### config.mk
export PLATFORM = sky130hd
export DESIGN_NAME = instr_seq_branch_unit
export DESIGN_NICKNAME = d
export VERILOG_FILES = /design/src/rtl/instr_seq_branch_unit.sv
export SDC_FILE = /design/constraint.sdc
export NUM_CORES = 1
export LEC_CHECK = 0
export ABC_CLOCK_PERIOD_IN_PS = 3900
export CAP_MARGIN = 30
export CORE_MARGIN = 10
export CORE_UTILIZATION = 30
export DETAILED_ROUTE_END_ITERATION = 12
export PLACE_DENSITY = 0.56
export SETUP_SLACK_MARGIN = 0.05
export SYNTH_ARGS = -nofsm -noshare
export SYNTH_HDL_FRONTEND = slang
export SYNTH_SLANG_ARGS = --single-unit
### constraint.sdc
create_clock -name clk -period 3.9 [get_ports clk]
set_clock_uncertainty 0.2 [all_clocks]
set_input_delay 0.975 -clock clk [delete_from_list [all_inputs] [get_ports clk]]
set_output_delay 0.975 -clock clk [all_outputs]
set_load 0.05 [all_outputs]
### src/rtl/instr_seq_branch_unit.sv
// ---------------------------------------------------------------------------
// instr_seq_branch_unit
//
// Instruction sequencer / branch unit for the 32-bit-IR CPU.
// Fetches instructions from a synchronous instruction memory (one-cycle read
// latency), decodes the 5-bit opcode in IR[31:27], and either:
//   * forwards ALU/logic instructions (00000-01011) to the execute datapath
//     over a valid/ready handshake, then waits for exec_done and latches the
//     returned condition flags;
//   * resolves conditional/unconditional jumps locally from the latched flags;
//   * treats 10110-11111 as nop;
//   * stops in HALT on the halt opcode until a new start pulse.
//
// Ports:
//   clk, rst_n            clock (rising edge), asynchronous active-low reset
//   start                 single-cycle pulse, starts from IDLE or HALT
//   imem_en/imem_addr     instruction memory read request
//   imem_rdata            read data, valid one cycle after imem_en
//   ir_out/ir_valid       instruction offered to the datapath
//   ir_ready              datapath accepts ir_out when ir_valid & ir_ready
//   exec_done, flag_*_in  datapath completion and its condition flags
//   pc                    current program counter
//   flags                 latched {sign, zero, overflow, carry}
//   busy                  high in every state except IDLE and HALT
//   halted                high in HALT
//
// Every output comes straight from a flop; the output flops are loaded from
// the next-state decision so they line up with the state they describe.
// ---------------------------------------------------------------------------
module instr_seq_branch_unit #(
  parameter int          ADDR_W   = 11,
  parameter int unsigned RESET_PC = 0
) (
  input  logic              clk,
  input  logic              rst_n,
  input  logic              start,
  output logic              imem_en,
  output logic [ADDR_W-1:0] imem_addr,
  input  logic [31:0]       imem_rdata,
  output logic [31:0]       ir_out,
  output logic              ir_valid,
  input  logic              ir_ready,
  input  logic              exec_done,
  input  logic              flag_sign_in,
  input  logic              flag_zero_in,
  input  logic              flag_overflow_in,
  input  logic              flag_carry_in,
  output logic [ADDR_W-1:0] pc,
  output logic [3:0]        flags,
  output logic              busy,
  output logic              halted
);

  localparam logic [ADDR_W-1:0] RESET_PC_A = ADDR_W'(RESET_PC);

  // Opcode map for the operations resolved inside this block.
  localparam logic [4:0] OP_LAST_ALU = 5'b01011;
  localparam logic [4:0] OP_JMP      = 5'b01100;
  localparam logic [4:0] OP_JC       = 5'b01101;
  localparam logic [4:0] OP_JNC      = 5'b01110;
  localparam logic [4:0] OP_JS       = 5'b01111;
  localparam logic [4:0] OP_JNS      = 5'b10000;
  localparam logic [4:0] OP_JZ       = 5'b10001;
  localparam logic [4:0] OP_JNZ      = 5'b10010;
  localparam logic [4:0] OP_JO       = 5'b10011;
  localparam logic [4:0] OP_JNO      = 5'b10100;
  localparam logic [4:0] OP_HALT     = 5'b10101;

  // Bit positions inside the latched flag vector {sign, zero, overflow, carry}.
  localparam int F_SIGN  = 3;
  localparam int F_ZERO  = 2;
  localparam int F_OVF   = 1;
  localparam int F_CARRY = 0;

  typedef enum logic [2:0] {
    S_IDLE     = 3'd0,
    S_FETCH    = 3'd1,
    S_MEMWAIT  = 3'd2,
    S_DECODE   = 3'd3,
    S_ISSUE    = 3'd4,
    S_WAITEXEC = 3'd5,
    S_HALT     = 3'd6
  } state_t;

  state_t            state_q, state_d;
  logic [ADDR_W-1:0] pc_q, pc_d;
  logic [3:0]        flags_q, flags_d;
  logic [31:0]       ir_q, ir_d;
  logic              ir_valid_q, ir_valid_d;
  logic              imem_en_q, imem_en_d;
  logic              busy_q, busy_d;
  logic              halted_q, halted_d;

  logic [4:0]        opcode;
  logic [ADDR_W-1:0] pc_inc;
  logic [ADDR_W-1:0] jump_target;
  logic              is_jump;
  logic              jump_taken;

  assign opcode      = ir_q[31:27];
  // Natural ADDR_W-bit arithmetic gives the modulo-2^ADDR_W wrap.
  assign pc_inc      = pc_q + ADDR_W'(1);
  // Target bits above ADDR_W are simply dropped.
  assign jump_target = ir_q[ADDR_W-1:0];
  assign is_jump     = (opcode >= OP_JMP) && (opcode <= OP_JNO);

  // Branch condition evaluated against the flags of the last completed
  // datapath instruction.
  always_comb begin
    jump_taken = 1'b0;
    case (opcode)
      OP_JMP:  jump_taken = 1'b1;
      OP_JC:   jump_taken = flags_q[F_CARRY];
      OP_JNC:  jump_taken = ~flags_q[F_CARRY];
      OP_JS:   jump_taken = flags_q[F_SIGN];
      OP_JNS:  jump_taken = ~flags_q[F_SIGN];
      OP_JZ:   jump_taken = flags_q[F_ZERO];
      OP_JNZ:  jump_taken = ~flags_q[F_ZERO];
      OP_JO:   jump_taken = flags_q[F_OVF];
      OP_JNO:  jump_taken = ~flags_q[F_OVF];
      default: jump_taken = 1'b0;
    endcase
  end

  // Next-state and next-register computation.
  always_comb begin
    state_d = state_q;
    pc_d    = pc_q;
    flags_d = flags_q;
    ir_d    = ir_q;

    case (state_q)
      S_IDLE: begin
        if (start) begin
          pc_d    = RESET_PC_A;
          flags_d = 4'b0000;
          state_d = S_FETCH;
        end
      end

      S_FETCH: begin
        state_d = S_MEMWAIT;
      end

      S_MEMWAIT: begin
        // Memory data for the address presented in FETCH is valid now.
        ir_d    = imem_rdata;
        state_d = S_DECODE;
      end

      S_DECODE: begin
        if (opcode <= OP_LAST_ALU) begin
          state_d = S_ISSUE;
        end else if (opcode == OP_HALT) begin
          state_d = S_HALT;
        end else if (is_jump) begin
          pc_d    = jump_taken ? jump_target : pc_inc;
          state_d = S_FETCH;
        end else begin
          pc_d    = pc_inc;
          state_d = S_FETCH;
        end
      end

      S_ISSUE: begin
        if (ir_ready) begin
          state_d = S_WAITEXEC;
        end
      end

      S_WAITEXEC: begin
        if (exec_done) begin
          flags_d = {flag_sign_in, flag_zero_in, flag_overflow_in, flag_carry_in};
          pc_d    = pc_inc;
          state_d = S_FETCH;
        end
      end

      S_HALT: begin
        if (start) begin
          pc_d    = RESET_PC_A;
          flags_d = 4'b0000;
          state_d = S_FETCH;
        end
      end

      default: begin
        state_d = S_IDLE;
      end
    endcase

    // Output flops are loaded from the state being entered, so each output
    // is valid for exactly the cycles spent in the matching state.
    imem_en_d  = (state_d == S_FETCH);
    ir_valid_d = (state_d == S_ISSUE);
    busy_d     = (state_d != S_IDLE) && (state_d != S_HALT);
    halted_d   = (state_d == S_HALT);
  end

  always_ff @(posedge clk or negedge rst_n) begin
    if (!rst_n) begin
      state_q    <= S_IDLE;
      pc_q       <= RESET_PC_A;
      flags_q    <= 4'b0000;
      ir_q       <= 32'h0000_0000;
      ir_valid_q <= 1'b0;
      imem_en_q  <= 1'b0;
      busy_q     <= 1'b0;
      halted_q   <= 1'b0;
    end else begin
      state_q    <= state_d;
      pc_q       <= pc_d;
      flags_q    <= flags_d;
      ir_q       <= ir_d;
      ir_valid_q <= ir_valid_d;
      imem_en_q  <= imem_en_d;
      busy_q     <= busy_d;
      halted_q   <= halted_d;
    end
  end

  assign imem_en   = imem_en_q;
  assign imem_addr = pc_q;
  assign ir_out    = ir_q;
  assign ir_valid  = ir_valid_q;
  assign pc        = pc_q;
  assign flags     = flags_q;
  assign busy      = busy_q;
  assign halted    = halted_q;

endmodule

* Yosys cells after proc, flatten, opt, wreduce, memory -nomap -nowiden *
Cells that the tools add are included.

cells by class
  bitwise gates (word level) = 4
  muxes and demuxes = 17
  add/sub/neg operators = 1
  divide/modulo/power cells = 0
  equal/unequal tests = 24
  multipliers = 0
  order comparisons = 3
  reduce and logical (&&, ||, !) cells = 9
  shift-type cells = 0

operators by type and width
  operator                                                                             count
  11-bit 2-to-1 mux                                                                    6
  11-bit one-hot mux with 3 select lines                                               1
  5-bit == test, second input constant                                                 6
  5-bit by 4-bit == test with 1-bit output, second input constant                      4
  3-bit one-hot mux with 6 select lines                                                1
  3-bit == test, second input constant                                                 5
  3-bit 2-to-1 mux                                                                     5
  11-bit by 1-bit adder with 11-bit output, second input constant                      1
  1-bit one-hot mux with 9 select lines                                                1
  4-bit 2-to-1 mux                                                                     2
  4-bit one-hot mux with 2 select lines                                                1
  3-bit by 1-bit == test with 1-bit output, second input constant                      2
  3-bit by 2-bit == test with 1-bit output, second input constant                      2
  2-bit != test, second input constant                                                 3
  3-bit nonzero test                                                                   2
  5-bit by 4-bit greater-or-equal comparator with 1-bit output, second input constant  1
  5-bit by 4-bit less-or-equal comparator with 1-bit output, second input constant     1
  5-bit less-or-equal comparator, second input constant                                1
  5-bit AND reduction                                                                  1
  1-bit inverter                                                                       4
  3-bit logical NOT                                                                    1
  3-bit != test, second input constant                                                 1
  3-bit AND reduction                                                                  1
  1-bit logical AND                                                                    2
  3 further kinds                                                                      3

word-level totals
  bits in latches = 0
  memory bits (writable) = 0
  output and inout port bits = 62
  memories = 0
  register bits after elaboration = 54
  ROM bits = 0
  bits of input ports = 41
  logic and storage cells = 66

* Logic depth before layout (Yosys ltp) *
  depth after elaboration = 7
  mapped depth = 10
  mapped depth without buffers = 7

* Worst setup path before layout *
Ideal clock, no wire load.

  path type = reg2reg
  start point = register ir_q[29], in the netlist ir_out[29]
  end point = register pc_q[5], in the netlist imem_addr[5]
  data required time = 3574 ps
  period minus slack after synthesis = 2595 ps
  buffers on the path = 2
  setup slack = 1305 ps
  library setup time = 126 ps
  stages on the path, launching flop included = 10
  data arrival time = 2269 ps
  cells stage by stage = dfrtp_1 buf_2 nand3b_1 or3b_1 a31oi_4 a21o_1 inv_2 buf_6 and3_1 a221o_1

between the ends
  cells in the longest elaborated chain, start to end = 7
  elaborated cells between the ends (all ways) = 23
  those cells by class = 3 x order compare; 12 x eq/ne; 6 x mux; 2 x reduce/logical

ends and longest elaborated chain
  what                                                                       RTL line  RTL
  start, declared                                                            88        logic [31:0] ir_q, ir_d;
  start signal, assigned                                                     214       ir_q <= ir_d;
  5-bit == test or 5-bit by 4-bit == test with 1-bit output (tied branches)  111       case (opcode)
  1-bit one-hot mux with 9 select lines                                      111
  11-bit 2-to-1 mux                                                          157       pc_d = jump_taken ? jump_target : pc_inc;
  11-bit 2-to-1 mux                                                          156       end else if (is_jump) begin
  11-bit 2-to-1 mux                                                          154       end else if (opcode == OP_HALT) begin
  11-bit 2-to-1 mux                                                          152       if (opcode <= OP_LAST_ALU) begin
  11-bit one-hot mux with 3 select lines                                     132       case (state_q)
  end signal, assigned                                                       212       pc_q <= pc_d;
  end, declared                                                              86        logic [ADDR_W-1:0] pc_q, pc_d;

Parallel ways exist; a longest one is shown, timed or not. The select of a mux whose other input is x is not followed.
A chain may end at the register's enable or synchronous reset.

* Worst setup path after layout *
  start point = input start
  end point = register pc_q[6], in the netlist imem_addr[6]

between the ends
  cells in the longest elaborated chain, start to end = 2

ends and longest elaborated chain
  what                                                RTL line  RTL
  start, declared                                     36        input logic start,
  2-bit by 1-bit != test with 1-bit output (no line)  n/a
  5-bit AND reduction (no line)                       n/a

Every way passes these cells.

==> flow_summary.yaml <==
hold_path:
  hold_path_class: "reg2reg"
cells_and_area:
  diodes: 0
  seq_area_um2: 1350
  multiInputGateArea_um2: 1140
  design_area_um2: 3820
  area_growth_pct: 42.8
  drive_gt1_frac: 0.145
  fillCellCount: 849
  layout.nets: 379
die:
  die_area_um2: 13100
  row_count: 34
  die_y_um: 114
  fp.dieW_um: 114
  start_util: 0.307
  core_area_um2: 8720
  ios: 103
worst_setup_path:
  cp_data_required_time_ns: 3.89
  arrival_ns: 2.96
  crit_path_end_kind: "flop"
  critPathLaunchType: "primary input"
  crit_fanout: 21
  crit_type: "in2reg"
synthesis:
  netlist_area_um2: 2680
  ys_warn_count: 0
  syn_nets: 290
  synth_common_cells: "dfrtp_1 (54), mux2_2 (30), nand3_1 (24), nor2_1 (12)"
  synthFlopType: "dfrtp_1"
  yosys_register_bits: 54
  synth_area_leaders: "dfrtp_1 (50%), mux2_2 (13%), nand3_1 (4.5%)"
  synth.most_common_cell: "dfrtp_1"
  async_flop_share: 1.00
  synth_seq_area_share: 0.505
  ys_types: 45
  synth_top_area_frac: 0.505
  post_synth.cell_area_avg_um2: 10.8
  syn-instance-count: 248
  synth_edf_count: 0
  synth_top_area_cell: "dfrtp_1"
sta:
  finalCritPeriodShare: 0.760
  tightest_slew_ns: 0.945
  fmax_mhz: 337
  max_slew_margin: 0.368
  finalSetupViolCount: 0
  tns_ns: 0
  fin_ws_ns: 0.935
  period_minus_slack_ns: 2.96
  timing.hold.ws_ns: 0.315
  final-max-slew-violation-count: 0
  rsz0062_at_grt: "false"
  hold_viol_final: 0
cts:
  cts_tree: "yes"
  ctsHtreeMaxLevel: 2
  post_cts_buffers: 0
  clock_latency_ns: 0.30
  cts_buffers: 5
  cts_resized: 0
  clk_pin_slew_worst_paths_ns: 0.10
  cts_hold_buffers: 0
  cts_sinks: 54
  cts_buffer_depth: 2
  cts_root_buf: "clkbuf_8"
place:
  preCtsSetupSlack_ns: 0.619
  place.gp.congestion: 0.806
  io_buffers: 102
  dp_hpwl_mm: 5.63
  dpl_cell_area_um2: 3730
route:
  antenna_left: 0
  dr.pass1.iters: 4
  viasPerCell: 4.88
  wl_mm: 7.21
  routedWlPerCell_um: 16.2
  drt-initial-drc-count: 37
  num_vias: 2178
  drc: 0
global_route:
  grt_max_degree: 35
  antenna_found_initial: 0
  grt_pass1_wl_mm: 12.0
  grt_pass1_vias: 2249
  grt-ovfl-total: 0
  grt.total_usage: 0.112
job:
  max_cap_viol_count: 0
run_status:
  outcome: "completed"
[critical path: stages]
cell and delay (ns):
clkdlybuf4s50_1 0.48, maj3_1 0.37, a2bb2oi_1 0.26, a21o_1 0.18
inv_2 0.15, and2_4 0.19, a221o_1 0.33
[state kept, by name (all words and copies together), names as in the netlist]
| name | cells |
|---|---|
| busy | 1 |
| imem_addr | 11 |
| flags | 4 |
| ir_out | 32 |
| imem_en | 1 |
| halted | 1 |
| ir_valid | 1 |
| state_q | 3 |
[per-stage QoR]
| step | std cells | util |
|---|---|---|
| after floorplan | 248 | - |
| after global placement | 437 | 0.426 |
| after detailed placement | 438 | 0.428 |
| after CTS | 446 | 0.438 |
| after global routing | 446 | 0.438 |
| final | 446 | 0.438 |
[worst paths after layout]
path | from | endpoint | slack (ns) | cells after the start
max in group asynchronous | rst_n | ir_out[10] | 2.36 | 3
min reg2reg | ir_out[24] | ir_out[24] | 0.32 | 1
min in group asynchronous | rst_n | ir_out[27] | 0.43 | 1
max | start | imem_addr[6] | 0.94 | 7
min | ir_out[24] | ir_out[24] | 0.32 | 1
max reg2reg | ir_out[27] | imem_addr[6] | 1.24 | 6
[metal layers]
layer,track usage,part of all wire
met2,0.172,0.46
met3,0.0514,0.10
met4,0.0301,0.0085
met1,0.138,0.42
met5,0,0
[placed cells by master, fill, tap and decap left out, types with 2 or more instances in the layout]
master and n:
a21oi_1 10, nand3b_1 2, nor3_1 4, o31a_1 2, nand2_1 11, nor2b_1 5
clkdlybuf4s50_1 101, nor2_1 11, nand3_1 24, dfrtp_1 54, buf_4 2, o22ai_1 2
a221o_1 4, and3_1 7, inv_1 11, o21ai_0 9, nand4_1 2, a21o_1 5
inv_2 2, mux2_2 30, or3_1 2, o211ai_1 6, clkbuf_8 6, and2_1 2
[layout make-up]
| class | count | area share |
|---|---|---|
| clock buffers | 7 | 0.0226 |
| clock inverters | 1 | 0.00131 |
| inverters | 13 | 0.0128 |
| multi-input cells | 158 | 0.300 |
| flip-flops and latches | 54 | 0.354 |
| well taps | 108 | 0.0354 |
| repair buffers | 105 | 0.275 |
[logic make-up after synthesis]
kind of cell | Yosys count | share of synthesized area
AOI/OAI and AO/OA | 49 | 0.139
adders and majority gates | 2 | 0.00841
muxes | 31 | 0.130
and+or+nand+nor | 76 | 0.147
DFF | 54 | 0.505
buffers and inverters | 36 | 0.0706
Power is not shown: default switching activity piles up to over one toggle a cycle in this logic, so the estimate is an artifact.
